### src/rtl/pc_next_unit.sv
// Program-counter stage: PC register, next-PC selection (PC+4 / branch / jump / jr), stall, halt, misaligned-jr detection.
// Optional MIPS branch delay slot enabled by defining BRANCH_DELAY_SLOT_EN.
module pc_next_unit #(
    parameter logic [31:0] RESET_PC         = 32'h0000_0000,
    parameter bit          HALT_ON_MISALIGN = 1'b1
) (
    input  logic        clk,
    input  logic        rst_n,
    input  logic        stall,
    input  logic        halt,
    input  logic        Branch,
    input  logic        Zero,
    input  logic        Jump,
    input  logic        JumpReg,
    input  logic [31:0] Shiftby2,
    input  logic [25:0] instr_index,
    input  logic [31:0] rs_data,
    output logic [31:0] PC,
    output logic [31:0] PC_plus4,
    output logic        branch_taken,
    output logic        misaligned,
    output logic        halted
);

    typedef enum logic {
        ST_RUN  = 1'b0,
        ST_HALT = 1'b1
    } state_t;

    state_t      state_r;
    state_t      state_nxt_s;
    logic [31:0] pc_r;
    logic [31:0] pc_nxt_s;
    logic        mis_r;
    logic        mis_nxt_s;
    logic [31:0] pc_plus4_s;
    logic [31:0] br_tgt_s;
    logic [31:0] j_tgt_s;
    logic [31:0] jr_tgt_s;
    logic [31:0] sel_tgt_s;
    logic        redirect_s;
    logic        jr_mis_s;
    logic        run_s;
`ifdef BRANCH_DELAY_SLOT_EN
    logic        pend_r;
    logic        pend_nxt_s;
    logic [31:0] ptgt_r;
    logic [31:0] ptgt_nxt_s;
`endif

    assign pc_plus4_s = pc_r + 32'd4;
    assign br_tgt_s   = pc_plus4_s + Shiftby2;
    assign j_tgt_s    = {pc_plus4_s[31:28], instr_index, 2'b00};
    assign jr_tgt_s   = {rs_data[31:2], 2'b00};
    assign jr_mis_s   = JumpReg & (rs_data[1:0] != 2'b00);
    assign run_s      = (state_r == ST_RUN) & ~stall;

    // Redirect target selection: JumpReg > Jump > taken branch > sequential.
    always_comb begin
        redirect_s = 1'b1;
        sel_tgt_s  = pc_plus4_s;
        if (JumpReg) begin
            sel_tgt_s = jr_tgt_s;
        end else if (Jump) begin
            sel_tgt_s = j_tgt_s;
        end else if (Branch & Zero) begin
            sel_tgt_s = br_tgt_s;
        end else begin
            redirect_s = 1'b0;
            sel_tgt_s  = pc_plus4_s;
        end
    end

    // Next-state, next-PC and misaligned-pulse logic of the RUN/HALT machine.
    always_comb begin
        state_nxt_s = state_r;
        pc_nxt_s    = pc_r;
        mis_nxt_s   = 1'b0;
`ifdef BRANCH_DELAY_SLOT_EN
        pend_nxt_s  = pend_r;
        ptgt_nxt_s  = ptgt_r;
`endif
        case (state_r)
            ST_RUN: begin
                if (stall) begin
                    mis_nxt_s = 1'b0;
                end else if (halt) begin
                    state_nxt_s = ST_HALT;
`ifdef BRANCH_DELAY_SLOT_EN
                    pend_nxt_s  = 1'b0;
`endif
                end else begin
`ifdef BRANCH_DELAY_SLOT_EN
                    // The delay-slot instruction has already been fetched; any redirect now is ignored.
                    if (pend_r) begin
                        pc_nxt_s   = ptgt_r;
                        pend_nxt_s = 1'b0;
                    end else begin
                        mis_nxt_s = jr_mis_s;
                        if (jr_mis_s && HALT_ON_MISALIGN) begin
                            state_nxt_s = ST_HALT;
                        end else if (redirect_s) begin
                            pend_nxt_s = 1'b1;
                            ptgt_nxt_s = sel_tgt_s;
                            pc_nxt_s   = pc_plus4_s;
                        end else begin
                            pc_nxt_s = pc_plus4_s;
                        end
                    end
`else
                    mis_nxt_s = jr_mis_s;
                    if (jr_mis_s && HALT_ON_MISALIGN) begin
                        state_nxt_s = ST_HALT;
                    end else begin
                        pc_nxt_s = sel_tgt_s;
                    end
`endif
                end
            end
            ST_HALT: begin
                state_nxt_s = ST_HALT;
            end
            default: begin
                state_nxt_s = ST_HALT;
            end
        endcase
    end

    // PC, state and misaligned-pulse registers.
    always_ff @(posedge clk or negedge rst_n) begin
        if (!rst_n) begin
            state_r <= ST_RUN;
            pc_r    <= RESET_PC;
            mis_r   <= 1'b0;
        end else begin
            state_r <= state_nxt_s;
            pc_r    <= pc_nxt_s;
            mis_r   <= mis_nxt_s;
        end
    end

`ifdef BRANCH_DELAY_SLOT_EN
    // Pending delay-slot redirect registers.
    always_ff @(posedge clk or negedge rst_n) begin
        if (!rst_n) begin
            pend_r <= 1'b0;
            ptgt_r <= 32'h0000_0000;
        end else begin
            pend_r <= pend_nxt_s;
            ptgt_r <= ptgt_nxt_s;
        end
    end

    assign branch_taken = Branch & Zero & run_s & ~pend_r;
`else
    assign branch_taken = Branch & Zero & run_s;
`endif

    assign PC         = pc_r;
    assign PC_plus4   = pc_plus4_s;
    assign misaligned = mis_r;
    assign halted     = (state_r == ST_HALT);

endmodule

### config.mk
export PLATFORM = sky130hd
export DESIGN_NAME = pc_next_unit
export DESIGN_NICKNAME = d
export VERILOG_FILES = /design/src/rtl/pc_next_unit.sv
export SDC_FILE = /design/constraint.sdc
export NUM_CORES = 1
export LEC_CHECK = 0
export BUFFER_PORTS_ARGS = -buffer_cell sky130_fd_sc_hd__buf_2
export CORE_ASPECT_RATIO = 0.75
export CORE_UTILIZATION = 50
export CTS_BUF_LIST = sky130_fd_sc_hd__clkbuf_4
export DETAILED_ROUTE_END_ITERATION = 8
export PLACE_DENSITY = 0.85
export REMOVE_ABC_BUFFERS = 1
export SLEW_MARGIN = 15
export SYNTH_ARGS = -nofsm -noshare
export SYNTH_HDL_FRONTEND = slang
export SYNTH_SLANG_ARGS = --single-unit
### constraint.sdc
create_clock -name clk -period 4.7 [get_ports clk]
set_clock_uncertainty 0.2 [all_clocks]
set_input_delay 0.705 -clock clk [delete_from_list [all_inputs] [get_ports clk]]
set_output_delay 0.705 -clock clk [all_outputs]
set_load 0.01 [all_outputs]
== Word level (Yosys, flattened, before mapping) ==
Index checks and enable logic that the tools add are counted.

* Add/subtract/negate cells: 2
* Muxes and demuxes: 10
* Bitwise operators: 8
* Reductions and logical operators: 2

{| class="wikitable"
|+ Operator list
! cell !! count
|-
| 32-bit two-way mux || 3
|-
| 32-bit by 3-bit adder with 32-bit output, second input constant || 1
|-
| 32-bit adder || 1
|-
| 1-bit two-way mux || 6
|-
| 1-bit AND || 4
|-
| 1-bit inverter || 4
|-
| 4-bit AND reduction || 1
|-
| 1-bit case mux with 2 select lines || 1
|-
| 2-bit nonzero test || 1
|}

* Register bits after elaboration: 34
* Output and inout bits: 67

== Depth between registers and ports, before layout ==
Gate-level depths: netlist of the first run.

* Depth after elaboration: 6
* Mapped depth: 16
* Depth with buffers taken out: 15

== Least setup slack after synthesis of the first run ==
OpenSTA, ideal clock, no wires.

* Path type: flip-flop to flip-flop
* Start: reg pc_r[6], in the netlist PC[6]
* End: reg pc_r[30], in the netlist PC[30]
* Arrival: 3423 ps
* Required time: 4423 ps
* Path slack: 999 ps
* Stages on the path, launching flop included: 16
* Buffers on the path: 1
* Cells stage by stage: dfrtp_1 > and3_1 > nand3_1 > or2_0 > clkbuf_1 > nor2_1 > nand2_1 > xnor2_1 > ha_1 > a21o_1 > a21o_1 > a221oi_1 > a21oi_1 > a32oi_1 > mux2_2 > a21oi_1

* Cells in the longest elaborated chain, start to end: 5

{| class="wikitable"
|+ RTL lines
! item !! RTL line !! text
|-
| start: declaration || 32 || <nowiki>logic [31:0] pc_r;</nowiki>
|-
| start signal: assignment || 137 || <nowiki>pc_r <= pc_nxt_s;</nowiki>
|-
| 32-bit by 3-bit adder with 32-bit output || 51 || <nowiki>assign pc_plus4_s = pc_r + 32'd4;</nowiki>
|-
| named net PC_plus4[23] || 19 || <nowiki>output logic [31:0] PC_plus4,</nowiki>
|-
| 32-bit adder || 52 || <nowiki>assign br_tgt_s = pc_plus4_s + Shiftby2;</nowiki>
|-
| 32-bit two-way mux || 66 || <nowiki>end else if (Branch & Zero) begin</nowiki>
|-
| 32-bit two-way mux || 64 || <nowiki>end else if (Jump) begin</nowiki>
|-
| 32-bit two-way mux || 62 || <nowiki>if (JumpReg) begin</nowiki>
|}

The timed path passes the listed nets, and every way through them passes these cells.
A chain may end at the register's enable or synchronous reset.

== Final worst setup path of the first run ==
* Start: reg pc_r[3], in the netlist PC[3]
* End: reg pc_r[29], in the netlist PC[29]

* Cells in the longest elaborated chain, start to end: 5

{| class="wikitable"
|+ RTL lines
! item !! RTL line
|-
| 32-bit by 3-bit adder with 32-bit output (*) || 51
|-
| 32-bit adder || 52
|-
| 32-bit two-way mux || 66
|-
| 32-bit two-way mux (*) || 64
|-
| 32-bit two-way mux (*) || 62
|}

Every way passes the cells marked *; elsewhere a longest branch is shown, timed or not.

==> report_table.html, run 1 <==
<table>
<tr><th>Metric</th><th>Value</th></tr>
<tr><th colspan="2">Synth</th></tr>
<tr><td>Prevailing post-synth register cell</td><td>sky130_fd_sc_hd__dfrtp_1</td></tr>
<tr><td>Synth area leaders</td><td>sky130_fd_sc_hd__dfrtp_1 20%, sky130_fd_sc_hd__ha_1 11%, sky130_fd_sc_hd__nand2_1 6.6%</td></tr>
<tr><td>Async set or reset register ratio after synthesis</td><td>100.0%</td></tr>
<tr><td>Syn_area_per_cell</td><td>7.430 sq um</td></tr>
<tr><td>Most used standard cell by instance count after synthesis</td><td>sky130_fd_sc_hd__nand2_1</td></tr>
<tr><td>Fraction of synthesized area in multiplexers</td><td>1.410%</td></tr>
<tr><td>Synthesis-stage register bit count</td><td>34</td></tr>
<tr><td>Adder-cell share of the synthesized area</td><td>11.69%</td></tr>
<tr><td>Main combinational cell family by area after synthesis</td><td>compound AO/OA/AOI/OAI gates</td></tr>
<tr><td>Synth Area in Compound Gates</td><td>30.02%</td></tr>
<tr><td>Most instantiated cells after synthesis</td><td>76 x sky130_fd_sc_hd__nand2_1, 59 x sky130_fd_sc_hd__nor2_1, 40 x sky130_fd_sc_hd__a21oi_1</td></tr>
<tr><td>Cell count after synthesis</td><td>585</td></tr>
<tr><td>Warnings from Yosys</td><td>0</td></tr>
<tr><td>Post-Syn Area</td><td>0.004347 sq mm</td></tr>
<tr><td>Top cell type's share of synthesized area</td><td>19.57%</td></tr>
<tr><td>Sequential-to-total area share from yosys stat</td><td>19.57%</td></tr>
<tr><td>Synth Area in Simple Gates</td><td>22.86%</td></tr>
<tr><td>Share of the synthesized netlist area taken by xor and xnor gates</td><td>10.48%</td></tr>
<tr><td>Most area-hungry cell type in the Yosys netlist</td><td>sky130_fd_sc_hd__dfrtp_1</td></tr>
<tr><td>Number of flops mapped to enable cells by yosys</td><td>0</td></tr>
<tr><td>Unique cell type count in the Yosys netlist</td><td>62</td></tr>
<tr><th colspan="2">Power and ir drop</th></tr>
<tr><td>Pwr dens</td><td>305.1 mW/mm^2</td></tr>
<tr><td>Leakage power figure</td><td>2.652 nW</td></tr>
<tr><td>Highest ir drop seen on vdd</td><td>0.2043 mV</td></tr>
<tr><th colspan="2">Placed design</th></tr>
<tr><td>Placed Instances</td><td>833</td></tr>
<tr><td>DPL Wire Length</td><td>12,300 microns</td></tr>
<tr><td>Buffers on Ports</td><td>164</td></tr>
<tr><td>Final RePlAce weighted congestion</td><td>1.012</td></tr>
<tr><th colspan="2">Final layout</th></tr>
<tr><td>Area growth from synthesis to layout</td><td>22.88%</td></tr>
<tr><td>Inserted Diodes</td><td>0</td></tr>
<tr><td>Proportion of layout cells with a drive suffix above 1</td><td>26.33%</td></tr>
<tr><td>Core occupancy in the finished layout</td><td>63.18%</td></tr>
<tr><td>Nets@finish</td><td>870</td></tr>
<tr><td>Count of non-filler cells in the finished layout</td><td>841</td></tr>
<tr><th colspan="2">Die</th></tr>
<tr><td>Floorplan die area</td><td>0.009074 sq mm</td></tr>
<tr><td>Core outline area</td><td>0.008454 sq mm</td></tr>
<tr><td>Number of top-level pins</td><td>165</td></tr>
<tr><td>Row count</td><td>29</td></tr>
<tr><td>Die Ht</td><td>82.75 microns</td></tr>
<tr><td>Horiz. Die Dim</td><td>109.7 microns</td></tr>
<tr><td>Initial cell density of the core</td><td>51.41%</td></tr>
<tr><th colspan="2">STA</th></tr>
<tr><td>Achievable Freq</td><td>0.2329 GHz</td></tr>
<tr><td>RSZ-0062 raised after global routing</td><td>false</td></tr>
<tr><td>Minimum hold slack</td><td>0.2319 ns</td></tr>
<tr><td>Final Max Slew Viols</td><td>0</td></tr>
<tr><td>Fin Setup TNS</td><td>0 ns</td></tr>
<tr><td>Final Critical Period</td><td>4.294 ns</td></tr>
<tr><td>Period Utilization, post-route</td><td>91.36%</td></tr>
<tr><td>Setup-violating endpoint count in the final report</td><td>0</td></tr>
<tr><td>Pin slew with the least headroom to its limit</td><td>1.035 ns</td></tr>
<tr><td>Worst-case headroom to the max-slew limit</td><td>30.81%</td></tr>
<tr><td>Final hold violations</td><td>0</td></tr>
<tr><th colspan="2">Worst setup path</th></tr>
<tr><td>Number of buffers and inverters on the critical path</td><td>0</td></tr>
<tr><td>Startpoint type of the worst setup path</td><td>flip-flop</td></tr>
<tr><td>Kind of end point of the critical path</td><td>flip-flop</td></tr>
<tr><td>Delay of the slowest cell on the worst path</td><td>0.48 ns</td></tr>
<tr><td>Crit Path Max Fanout</td><td>9</td></tr>
<tr><td>Cell-by-cell trace of the critical path</td><td>ha_1 &gt; nand4_1 &gt; nor2_1 &gt; nand3_1 &gt; xnor2_1 &gt; ha_1 &gt; a21o_1 &gt; a21o_1 &gt; a21oi_1 &gt; nor2_1 &gt; a211oi_1 &gt; o31a_1 &gt; o21bai_1 &gt; nor4_1 &gt; a211oi_2</td></tr>
<tr><td>Setup Crit Path Kind</td><td>flip-flop to flip-flop</td></tr>
<tr><td>Req. time, crit path</td><td>4.76 ns</td></tr>
<tr><td>CP Data Arrival Time</td><td>4.36 ns</td></tr>
<tr><td>Gate family responsible for the most delay along the worst path</td><td>compound AO/OA/AOI/OAI gates</td></tr>
<tr><td>Worst path slowest cell</td><td>sky130_fd_sc_hd__nor2_1</td></tr>
<tr><th colspan="2">CTS</th></tr>
<tr><td>Later-pin clock latency in the skew report</td><td>0.39 ns</td></tr>
<tr><td>Post-CTS setup buffer count</td><td>0</td></tr>
<tr><td>Root Driver</td><td>sky130_fd_sc_hd__clkbuf_4</td></tr>
<tr><td>Maximum level of the CTS H-tree</td><td>2</td></tr>
<tr><td>Clock sinks</td><td>34</td></tr>
<tr><td>Largest buffer count on any clock path</td><td>2</td></tr>
<tr><td>Number of buffers created by CTS</td><td>5</td></tr>
<tr><td>Post-cts resize count</td><td>0</td></tr>
<tr><td>Clock transition at the registers of the reported paths</td><td>0.15 ns</td></tr>
<tr><td>TritonCTS clock tree</td><td>built</td></tr>
<tr><td>Hold_buf cts</td><td>0</td></tr>
<tr><th colspan="2">Route</th></tr>
<tr><td>DR vias</td><td>5,328</td></tr>
<tr><td>Number of detailed-routing iterations run before antenna repair</td><td>5</td></tr>
<tr><td>Average routed wire per standard cell</td><td>19.42 microns</td></tr>
<tr><td>Via density per instance</td><td>6.335</td></tr>
<tr><td>Antenna viol nets, final</td><td>0</td></tr>
<tr><td>Remaining routing DRC violations</td><td>0</td></tr>
<tr><td>Iter 0 DRT Violations</td><td>554</td></tr>
<tr><td>Final wirelength</td><td>16,330 microns</td></tr>
<tr><th colspan="2">Global routing</th></tr>
<tr><td>Overflow left after global routing</td><td>0</td></tr>
<tr><td>All-Layer GR Usage</td><td>35.67%</td></tr>
<tr><td>Global-route wire length before repair</td><td>24,260 microns</td></tr>
<tr><td>Via count of the first global-routing pass</td><td>4,722</td></tr>
<tr><td>Maximum number of pins on one net before global-route repair</td><td>35</td></tr>
<tr><td>Antenna violations before repair</td><td>0</td></tr>
<tr><th colspan="2">Status</th></tr>
<tr><td>Status</td><td>finished clean</td></tr>
<tr><th colspan="2">Flow run</th></tr>
<tr><td># Max-Cap Violations</td><td>0</td></tr>
<tr><th colspan="2">Hold path</th></tr>
<tr><td>Tightest Hold Check Type</td><td>primary input to async pin</td></tr>
</table>
[layout make-up]
cell class | count | area [sq um]
sequential | 34 | 850.8
clock buffer | 5 | 37.54
timing repair buffer | 172 | 880.8
clock inverter | 3 | 68.82
fill | 800 | 3113
inverter | 12 | 45.04
multi-input combinational | 507 | 3323
tap | 108 | 135.1
[per-stage QoR]
| stage | cell area, sq um | setup slack, ns | total power [mW] |
|---|---|---|---|
| floorplan | 4219 | 1.029 | 1.008 |
| global placement | 5235 | 0.6897 | 1.300 |
| detailed placement | 5235 | 0.5246 | 1.312 |
| CTS | 5341 | 0.4632 | 1.614 |
| global route | 5341 | 0.2181 | 1.740 |
| finish | 5341 | 0.4062 | 1.629 |
[layout by cell type (no fill, tap or decap), types with 3 or more instances in the layout]
cell | Yosys | final
sky130_fd_sc_hd__a21o_1 | 18 | 18
sky130_fd_sc_hd__nand3_1 | 21 | 21
sky130_fd_sc_hd__o21bai_1 | 5 | 5
sky130_fd_sc_hd__or2_0 | 3 | 3
sky130_fd_sc_hd__and2_1 | 3 | 3
sky130_fd_sc_hd__a221oi_1 | 7 | 7
sky130_fd_sc_hd__o31ai_1 | 3 | 3
sky130_fd_sc_hd__a211oi_1 | 9 | 9
sky130_fd_sc_hd__o22ai_1 | 8 | 8
sky130_fd_sc_hd__nor3_1 | 12 | 12
sky130_fd_sc_hd__nand4_1 | 15 | 15
sky130_fd_sc_hd__buf_4 | 2 | 8
sky130_fd_sc_hd__a21oi_1 | 40 | 40
sky130_fd_sc_hd__xor2_1 | 20 | 20
sky130_fd_sc_hd__o21ai_1 | 6 | 6
sky130_fd_sc_hd__o211ai_1 | 13 | 13
sky130_fd_sc_hd__nor4_1 | 4 | 4
sky130_fd_sc_hd__a31oi_1 | 7 | 7
sky130_fd_sc_hd__dfrtp_1 | 34 | 34
sky130_fd_sc_hd__o31a_1 | 3 | 3
sky130_fd_sc_hd__and3_1 | 13 | 13
sky130_fd_sc_hd__o21a_1 | 7 | 7
sky130_fd_sc_hd__a311oi_1 | 3 | 3
sky130_fd_sc_hd__clkbuf_4 | 0 | 5
sky130_fd_sc_hd__nand2_1 | 76 | 76
sky130_fd_sc_hd__ha_1 | 39 | 39
sky130_fd_sc_hd__o21ai_0 | 37 | 37
sky130_fd_sc_hd__o221ai_1 | 4 | 4
sky130_fd_sc_hd__mux2i_1 | 5 | 5
sky130_fd_sc_hd__xnor2_1 | 32 | 32
sky130_fd_sc_hd__inv_1 | 11 | 11
sky130_fd_sc_hd__buf_2 | 0 | 164
sky130_fd_sc_hd__nor2_1 | 59 | 59
[kinds of logic (layout without fill, tap and decap cells)]
family / Yosys count / count (layout)
and+or+nand+nor: 217 / 217
AOI/OAI and AO/OA: 192 / 192
xor gates and xnor gates: 52 / 52
buffers and inverters: 44 / 192
adders and majority gates: 40 / 40
DFF: 34 / 34
muxes: 6 / 6
[flip-flops by register name, indices dropped and copies added (netlist names)]
name / flops
PC: 32
halted: 1
misaligned: 1
[worst reg2reg max path, cell delays in order (launching register included)]
cell and delay [ns]:
sky130_fd_sc_hd__dfrtp_1 0.45, sky130_fd_sc_hd__ha_1 0.23, sky130_fd_sc_hd__nand4_1 0.25, sky130_fd_sc_hd__nor2_1 0.48, sky130_fd_sc_hd__nand3_1 0.17, sky130_fd_sc_hd__xnor2_1 0.33, sky130_fd_sc_hd__ha_1 0.41, sky130_fd_sc_hd__a21o_1 0.22
sky130_fd_sc_hd__a21o_1 0.19, sky130_fd_sc_hd__a21oi_1 0.23, sky130_fd_sc_hd__nor2_1 0.06, sky130_fd_sc_hd__a211oi_1 0.21, sky130_fd_sc_hd__o31a_1 0.26, sky130_fd_sc_hd__o21bai_1 0.12, sky130_fd_sc_hd__nor4_1 0.27, sky130_fd_sc_hd__a211oi_2 0.08
[routing by layer]
layer	global-route usage [%]	part of all wire (%)	vias to the layer above
met4	8.400	1.6	0
met2	56.23	42	328
met5	0	0	-
li1	-	-	2459
met3	7.535	11	34
met1	49.69	46	2507
[report_power, final]
group	leakage (nW)	internal, mW	switching [mW]
combinational	2.16	0.384	0.533
clock	0.0554	0.166	0.134
sequential	0.434	0.337	0.0753
total	2.65	0.887	0.742
[path summary, 6_finish.rpt]
kind	cells past startpoint	slack [ns]	startpoint	to
min reg2reg	1	0.33	halted$_DFF_PN0_	misaligned$_DFF_PN0_
max	15	0.41	PC[3]$_DFFE_PN0P_	PC[29]$_DFFE_PN0P_
max in group asynchronous	1	3.47	rst_n	halted$_DFF_PN0_
min in group clk	2	0.30	halt	misaligned$_DFF_PN0_
min	1	0.23	rst_n	PC[1]$_DFFE_PN0P_
max reg2reg	15	0.41	PC[3]$_DFFE_PN0P_	PC[29]$_DFFE_PN0P_
(Power assumes the default switching activity.)
==> run 2: changes to the inputs <==
- clock period: 4.7 -> 4.9 ns (I/O delays scaled with it)
==> report_table.html, run 2 (synthesis gave the netlist of run 1 again) <==
<table>
<tr><th>Metric</th><th>Value</th></tr>
<tr><th colspan="2">CTS</th></tr>
<tr><td>Root Driver</td><td>sky130_fd_sc_hd__clkbuf_4</td></tr>
<tr><td>Later-pin clock latency in the skew report</td><td>0.37 ns</td></tr>
<tr><td>Post-CTS setup buffer count</td><td>0</td></tr>
<tr><td>Largest buffer count on any clock path</td><td>2</td></tr>
<tr><td>Number of buffers created by CTS</td><td>5</td></tr>
<tr><td>Clock transition at the registers of the reported paths</td><td>0.13 ns</td></tr>
<tr><td>Clock sinks</td><td>34</td></tr>
<tr><td>Maximum level of the CTS H-tree</td><td>2</td></tr>
<tr><td>TritonCTS clock tree</td><td>built</td></tr>
<tr><td>Post-cts resize count</td><td>0</td></tr>
<tr><td>Hold_buf cts</td><td>0</td></tr>
<tr><th colspan="2">STA</th></tr>
<tr><td>Setup-violating endpoint count in the final report</td><td>0</td></tr>
<tr><td>Period Utilization, post-route</td><td>85.93%</td></tr>
<tr><td>Achievable Freq</td><td>0.2375 GHz</td></tr>
<tr><td>Final Max Slew Viols</td><td>0</td></tr>
<tr><td>Final hold violations</td><td>0</td></tr>
<tr><td>Worst-case headroom to the max-slew limit</td><td>32.63%</td></tr>
<tr><td>Setup WS post-layout</td><td>0.6894 ns</td></tr>
<tr><td>Fin Setup TNS</td><td>0 ns</td></tr>
<tr><td>Minimum hold slack</td><td>0.2831 ns</td></tr>
<tr><td>Final Critical Period</td><td>4.211 ns</td></tr>
<tr><td>Pin slew with the least headroom to its limit</td><td>1.008 ns</td></tr>
<tr><td>RSZ-0062 raised after global routing</td><td>false</td></tr>
<tr><th colspan="2">Final layout</th></tr>
<tr><td>Core occupancy in the finished layout</td><td>62.56%</td></tr>
<tr><td>Largest register FFs</td><td>32</td></tr>
<tr><td>Nets@finish</td><td>870</td></tr>
<tr><td>Inserted Diodes</td><td>0</td></tr>
<tr><td>Final Cell Area</td><td>0.005289 sq mm</td></tr>
<tr><td>Proportion of layout cells with a drive suffix above 1</td><td>26.19%</td></tr>
<tr><td>Most common cell after layout, fill and taps aside</td><td>sky130_fd_sc_hd__buf_2</td></tr>
<tr><td>Area growth from synthesis to layout</td><td>21.68%</td></tr>
<tr><td>Count of non-filler cells in the finished layout</td><td>841</td></tr>
<tr><td>Commonest non-fill, non-tap cells in the layout</td><td>164 x sky130_fd_sc_hd__buf_2, 76 x sky130_fd_sc_hd__nand2_1, 59 x sky130_fd_sc_hd__nor2_1</td></tr>
<tr><th colspan="2">Worst setup path</th></tr>
<tr><td>Kind of end point of the critical path</td><td>flip-flop</td></tr>
<tr><td>Cell depth of the worst flop-to-flop path</td><td>15</td></tr>
<tr><td>Req. time, crit path</td><td>4.95 ns</td></tr>
<tr><td>Setup Crit Path Kind</td><td>flip-flop to flip-flop</td></tr>
<tr><td>Crit Path Max Fanout</td><td>9</td></tr>
<tr><td>CP Data Arrival Time</td><td>4.26 ns</td></tr>
<tr><td>Startpoint type of the worst setup path</td><td>flip-flop</td></tr>
<tr><th colspan="2">Placed design</th></tr>
<tr><td>Buffers on Ports</td><td>164</td></tr>
<tr><td>DPL Wire Length</td><td>12,280 microns</td></tr>
<tr><td>Final RePlAce weighted congestion</td><td>0.9424</td></tr>
<tr><td>Post-Place Setup Slack</td><td>0.8019 ns</td></tr>
<tr><td>Placement Cell Area</td><td>0.005235 sq mm</td></tr>
<tr><td>Placed Instances</td><td>833</td></tr>
<tr><th colspan="2">Die</th></tr>
<tr><td>Initial cell density of the core</td><td>51.41%</td></tr>
<tr><td>Number of top-level pins</td><td>165</td></tr>
<tr><td>Floorplan die area</td><td>0.009074 sq mm</td></tr>
<tr><td>Horiz. Die Dim</td><td>109.7 microns</td></tr>
<tr><td>Core outline area</td><td>0.008454 sq mm</td></tr>
<tr><td>Die Ht</td><td>82.75 microns</td></tr>
<tr><td>Row count</td><td>29</td></tr>
<tr><th colspan="2">Route</th></tr>
<tr><td>Iter 0 DRT Violations</td><td>528</td></tr>
<tr><td>DR vias</td><td>5,303</td></tr>
<tr><td>Number of detailed-routing iterations run before antenna repair</td><td>5</td></tr>
<tr><td>Antenna viol nets, final</td><td>0</td></tr>
<tr><td>Via density per instance</td><td>6.306</td></tr>
<tr><td>Average routed wire per standard cell</td><td>19.60 microns</td></tr>
<tr><td>Remaining routing DRC violations</td><td>0</td></tr>
<tr><td>Final wirelength</td><td>16,490 microns</td></tr>
<tr><th colspan="2">Global routing</th></tr>
<tr><td>Global-route wire length before repair</td><td>24,610 microns</td></tr>
<tr><td>All-Layer GR Usage</td><td>36.51%</td></tr>
<tr><td>Antenna violations before repair</td><td>0</td></tr>
<tr><td>Overflow left after global routing</td><td>0</td></tr>
<tr><td>Via count of the first global-routing pass</td><td>4,640</td></tr>
<tr><td>Maximum number of pins on one net before global-route repair</td><td>35</td></tr>
<tr><th colspan="2">Power and ir drop</th></tr>
<tr><td>Pwr dens</td><td>275.1 mW/mm^2</td></tr>
<tr><td>Leakage power figure</td><td>2.630 nW</td></tr>
<tr><td>Highest ir drop seen on vdd</td><td>0.1594 mV</td></tr>
<tr><td>Power, Total</td><td>1.455 mW</td></tr>
<tr><th colspan="2">Hold path</th></tr>
<tr><td>Tightest Hold Check Type</td><td>primary input to async pin</td></tr>
<tr><th colspan="2">Flow run</th></tr>
<tr><td># Max-Cap Violations</td><td>0</td></tr>
<tr><th colspan="2">Status</th></tr>
<tr><td>Status</td><td>finished clean</td></tr>
</table>
-- run 2: cell types whose count changed in the layout (fill, tap and decap cells not counted), sizes merged --
cell	change
clkbuf	+1
clkinv	+1
bufinv	-2
-- run 2: final timing paths --
check / slack [ns] / end / start
min in group clk: 0.35 / misaligned$_DFF_PN0_ / halted$_DFF_PN0_
min reg2reg: 0.35 / misaligned$_DFF_PN0_ / halted$_DFF_PN0_
max reg2reg: 0.69 / PC[29]$_DFFE_PN0P_ / PC[2]$_DFFE_PN0P_
max: 0.69 / PC[29]$_DFFE_PN0P_ / PC[2]$_DFFE_PN0P_
min: 0.28 / PC[8]$_DFFE_PN0P_ / rst_n
max in group asynchronous: 3.64 / PC[13]$_DFFE_PN0P_ / rst_n
-- run 2: area by class of cell --
type,count,area (sq um)
flip-flops and latches,34,850.8
clock buffers,6,45.04
well taps,108,135.1
clock inverters,2,8.758
repair buffers,172,880.8
fillers,799,3166
multi-input cells,507,3323
inverters,12,45.04
-- run 2: metal layers --
metal  track usage, %  up-vias  wire [microns]
li1                 -     2450               -
met1            53.20     2493            7622
met2            55.97      329            6879
met3            5.965       31            1700
met4            8.400        0             284
met5                0        -               0
-- run 2: power breakdown --
group	switching (mW)	internal, mW
combinational	0.514	0.369
clock	0.118	0.0596
sequential	0.0723	0.323
-- run 2: critical path, cell delays in order (launching register included) --
cell and delay [ns]:
sky130_fd_sc_hd__dfrtp_1 0.44, sky130_fd_sc_hd__ha_1 0.23, sky130_fd_sc_hd__nand4_1 0.25, sky130_fd_sc_hd__nor2_1 0.43, sky130_fd_sc_hd__nand3_1 0.15, sky130_fd_sc_hd__xnor2_1 0.33, sky130_fd_sc_hd__ha_1 0.41, sky130_fd_sc_hd__a21o_1 0.22
sky130_fd_sc_hd__a21o_1 0.20, sky130_fd_sc_hd__a21oi_1 0.23, sky130_fd_sc_hd__nor2_1 0.07, sky130_fd_sc_hd__a211oi_1 0.21, sky130_fd_sc_hd__o31a_1 0.25, sky130_fd_sc_hd__o21bai_1 0.12, sky130_fd_sc_hd__nor4_1 0.28, sky130_fd_sc_hd__a211oi_2 0.08
==> run 3: changes to the inputs <==
- BUFFER_PORTS_ARGS: -buffer_cell sky130_fd_sc_hd__buf_2 -> -buffer_cell sky130_fd_sc_hd__buf_4
- CORE_ASPECT_RATIO: 0.75 -> unset
==> report_table.html, run 3 (synthesis gave the netlist of run 1 again) <==
<table>
<tr><th>Metric</th><th>Value</th></tr>
<tr><th colspan="2">Status</th></tr>
<tr><td>Status</td><td>finished clean</td></tr>
<tr><th colspan="2">Route</th></tr>
<tr><td>Wire length on met2</td><td>7350 microns</td></tr>
<tr><td>Antenna viol nets, final</td><td>0</td></tr>
<tr><td>Number of detailed-routing iterations run before antenna repair</td><td>5</td></tr>
<tr><td>Via density per instance</td><td>6.231</td></tr>
<tr><td>Average routed wire per standard cell</td><td>19.01 microns</td></tr>
<tr><td>Remaining routing DRC violations</td><td>0</td></tr>
<tr><td>DR vias</td><td>5,209</td></tr>
<tr><td>Top layer in use</td><td>met4</td></tr>
<tr><td>Met1 wire length</td><td>6768 microns</td></tr>
<tr><td>Wire length on met3</td><td>1289 microns</td></tr>
<tr><td>Iter 0 DRT Violations</td><td>248</td></tr>
<tr><td>Final wirelength</td><td>15,890 microns</td></tr>
<tr><th colspan="2">Die</th></tr>
<tr><td>Floorplan die area</td><td>0.009071 sq mm</td></tr>
<tr><td>Die Ht</td><td>95.24 microns</td></tr>
<tr><td>Initial cell density of the core</td><td>52.37%</td></tr>
<tr><td>Horiz. Die Dim</td><td>95.24 microns</td></tr>
<tr><td>Row count</td><td>33</td></tr>
<tr><td>Core outline area</td><td>0.008299 sq mm</td></tr>
<tr><td>Number of top-level pins</td><td>165</td></tr>
<tr><th colspan="2">Worst setup path</th></tr>
<tr><td>Worst path slowest cell</td><td>sky130_fd_sc_hd__dfrtp_1</td></tr>
<tr><td>CP Data Arrival Time</td><td>4.32 ns</td></tr>
<tr><td>Setup Crit Path Kind</td><td>flip-flop to flip-flop</td></tr>
<tr><td>Kind of end point of the critical path</td><td>flip-flop</td></tr>
<tr><td>Crit Path Max Fanout</td><td>7</td></tr>
<tr><td>Startpoint type of the worst setup path</td><td>flip-flop</td></tr>
<tr><td>Delay of the slowest cell on the worst path</td><td>0.49 ns</td></tr>
<tr><td>Req. time, crit path</td><td>4.99 ns</td></tr>
<tr><td>Cell-by-cell trace of the critical path</td><td>nand4_1 &gt; nor2_1 &gt; nand2_1 &gt; nor2_1 &gt; nand2_1 &gt; xnor2_1 &gt; ha_1 &gt; a21o_1 &gt; a21o_1 &gt; a221oi_1 &gt; a21oi_1 &gt; a32oi_1 &gt; mux2_2 &gt; a21oi_1</td></tr>
<tr><th colspan="2">Global routing</th></tr>
<tr><td>Maximum number of pins on one net before global-route repair</td><td>35</td></tr>
<tr><td>Antenna violations before repair</td><td>0</td></tr>
<tr><td>All-Layer GR Usage</td><td>35.51%</td></tr>
<tr><td>Global-route wire length before repair</td><td>24,470 microns</td></tr>
<tr><td>Via count of the first global-routing pass</td><td>4,887</td></tr>
<tr><td>Overflow left after global routing</td><td>0</td></tr>
<tr><th colspan="2">STA</th></tr>
<tr><td>Period Utilization, post-route</td><td>86.26%</td></tr>
<tr><td>RSZ-0062 raised after global routing</td><td>false</td></tr>
<tr><td>Final Critical Period</td><td>4.227 ns</td></tr>
<tr><td>Worst-case headroom to the max-slew limit</td><td>38.44%</td></tr>
<tr><td>Final hold violations</td><td>0</td></tr>
<tr><td>Setup-violating endpoint count in the final report</td><td>0</td></tr>
<tr><td>Fin Setup TNS</td><td>0 ns</td></tr>
<tr><td>Final Max Slew Viols</td><td>0</td></tr>
<tr><td>Achievable Freq</td><td>0.2366 GHz</td></tr>
<tr><td>Minimum hold slack</td><td>0.1190 ns</td></tr>
<tr><td>Pin slew with the least headroom to its limit</td><td>0.9163 ns</td></tr>
<tr><th colspan="2">CTS</th></tr>
<tr><td>Clock sinks</td><td>34</td></tr>
<tr><td>Maximum level of the CTS H-tree</td><td>2</td></tr>
<tr><td>TritonCTS clock tree</td><td>built</td></tr>
<tr><td>Post-CTS setup buffer count</td><td>0</td></tr>
<tr><td>Post-cts resize count</td><td>0</td></tr>
<tr><td>Hold_buf cts</td><td>0</td></tr>
<tr><td>Clock transition at the registers of the reported paths</td><td>0.13 ns</td></tr>
<tr><td>Root Driver</td><td>sky130_fd_sc_hd__clkbuf_4</td></tr>
<tr><td>Number of buffers created by CTS</td><td>5</td></tr>
<tr><td>Largest buffer count on any clock path</td><td>2</td></tr>
<tr><td>Later-pin clock latency in the skew report</td><td>0.35 ns</td></tr>
<tr><th colspan="2">Placed design</th></tr>
<tr><td>Final RePlAce weighted congestion</td><td>0.9677</td></tr>
<tr><td>Placed Instances</td><td>828</td></tr>
<tr><td>Buffers on Ports</td><td>164</td></tr>
<tr><td>DPL Wire Length</td><td>12,150 microns</td></tr>
<tr><th colspan="2">Power and ir drop</th></tr>
<tr><td>Power, Total</td><td>1.615 mW</td></tr>
<tr><td>Highest ir drop seen on vdd</td><td>0.1552 mV</td></tr>
<tr><td>Leakage power figure</td><td>2.752 nW</td></tr>
<tr><td>Pwr dens</td><td>281.7 mW/mm^2</td></tr>
<tr><th colspan="2">Flow run</th></tr>
<tr><td># Max-Cap Violations</td><td>0</td></tr>
<tr><th colspan="2">Final layout</th></tr>
<tr><td>Largest register FFs</td><td>32</td></tr>
<tr><td>Proportion of layout cells with a drive suffix above 1</td><td>26.13%</td></tr>
<tr><td>Count of non-filler cells in the finished layout</td><td>836</td></tr>
<tr><td>Most common cell after layout, fill and taps aside</td><td>sky130_fd_sc_hd__buf_4</td></tr>
<tr><td>Inserted Diodes</td><td>0</td></tr>
<tr><td>Commonest non-fill, non-tap cells in the layout</td><td>170 x sky130_fd_sc_hd__buf_4, 76 x sky130_fd_sc_hd__nand2_1, 59 x sky130_fd_sc_hd__nor2_1</td></tr>
<tr><td>Area growth from synthesis to layout</td><td>31.89%</td></tr>
<tr><td>Nets@finish</td><td>868</td></tr>
<tr><td>Core occupancy in the finished layout</td><td>69.08%</td></tr>
<tr><td>Fill cell instance count of the final layout</td><td>691</td></tr>
<tr><th colspan="2">Hold path</th></tr>
<tr><td>Tightest Hold Check Type</td><td>primary input to async pin</td></tr>
</table>
run 3: worst paths after layout:
| path | slack (ns) | cells after the start | start | endpoint |
|---|---|---|---|---|
| worst max register to register | 0.67 | 14 | PC[11]$_DFFE_PN0P_ | PC[30]$_DFFE_PN0P_ |
| max in group asynchronous | 4.03 | 1 | rst_n | PC[22]$_DFFE_PN0P_ |
| min in group clk | 0.33 | 1 | halted$_DFF_PN0_ | misaligned$_DFF_PN0_ |
| worst min register to register | 0.33 | 1 | halted$_DFF_PN0_ | misaligned$_DFF_PN0_ |
| worst max-delay path | 0.67 | 14 | PC[11]$_DFFE_PN0P_ | PC[30]$_DFFE_PN0P_ |
| worst min-delay path | 0.12 | 1 | rst_n | PC[3]$_DFFE_PN0P_ |
run 3: routing by layer:
layer	vias to the layer above	GRT usage, %
met5	-	0
met4	0	13.01
met3	50	5.024
met2	278	58.87
met1	2423	46.65
li1	2458	-
run 3: worst max-delay path: cells and delay by family (launching register included):
family | cells | cell delay, ns
adders and majority gates | 1 | 0.34
xor gates and xnor gates | 1 | 0.36
DFF | 1 | 0.49
AOI/OAI and AO/OA | 6 | 1.22
and+or+nand+nor | 5 | 1.18
muxes | 1 | 0.36
run 3: layout make-up:
| cell class | instances | area (sq um) | area share [%] |
|---|---|---|---|
| clock inverter | 3 | 68.82 | 1.200 |
| timing repair buffer | 170 | 1276 | 22.26 |
| multi-input combinational | 507 | 3323 | 57.97 |
| tap | 105 | 131.4 | 2.292 |
| inverter | 12 | 45.04 | 0.7857 |
| clock buffer | 5 | 37.54 | 0.6547 |
| sequential | 34 | 850.8 | 14.84 |
run 3: power breakdown:
part,internal (mW),switching [mW]
Clock,0.160,0.116
Combinational,0.436,0.509
Sequential,0.323,0.0723
run 3: metrics by stage:
step           setup WS, ns  cell area [sq um]
6_report             0.6731               5733
2_1_floorplan         1.229               4219
4_1_cts              0.7360               5733
3_5_place_dp         0.7738               5627
5_1_grt              0.3415               5733
3_3_place_gp         0.8393               5627
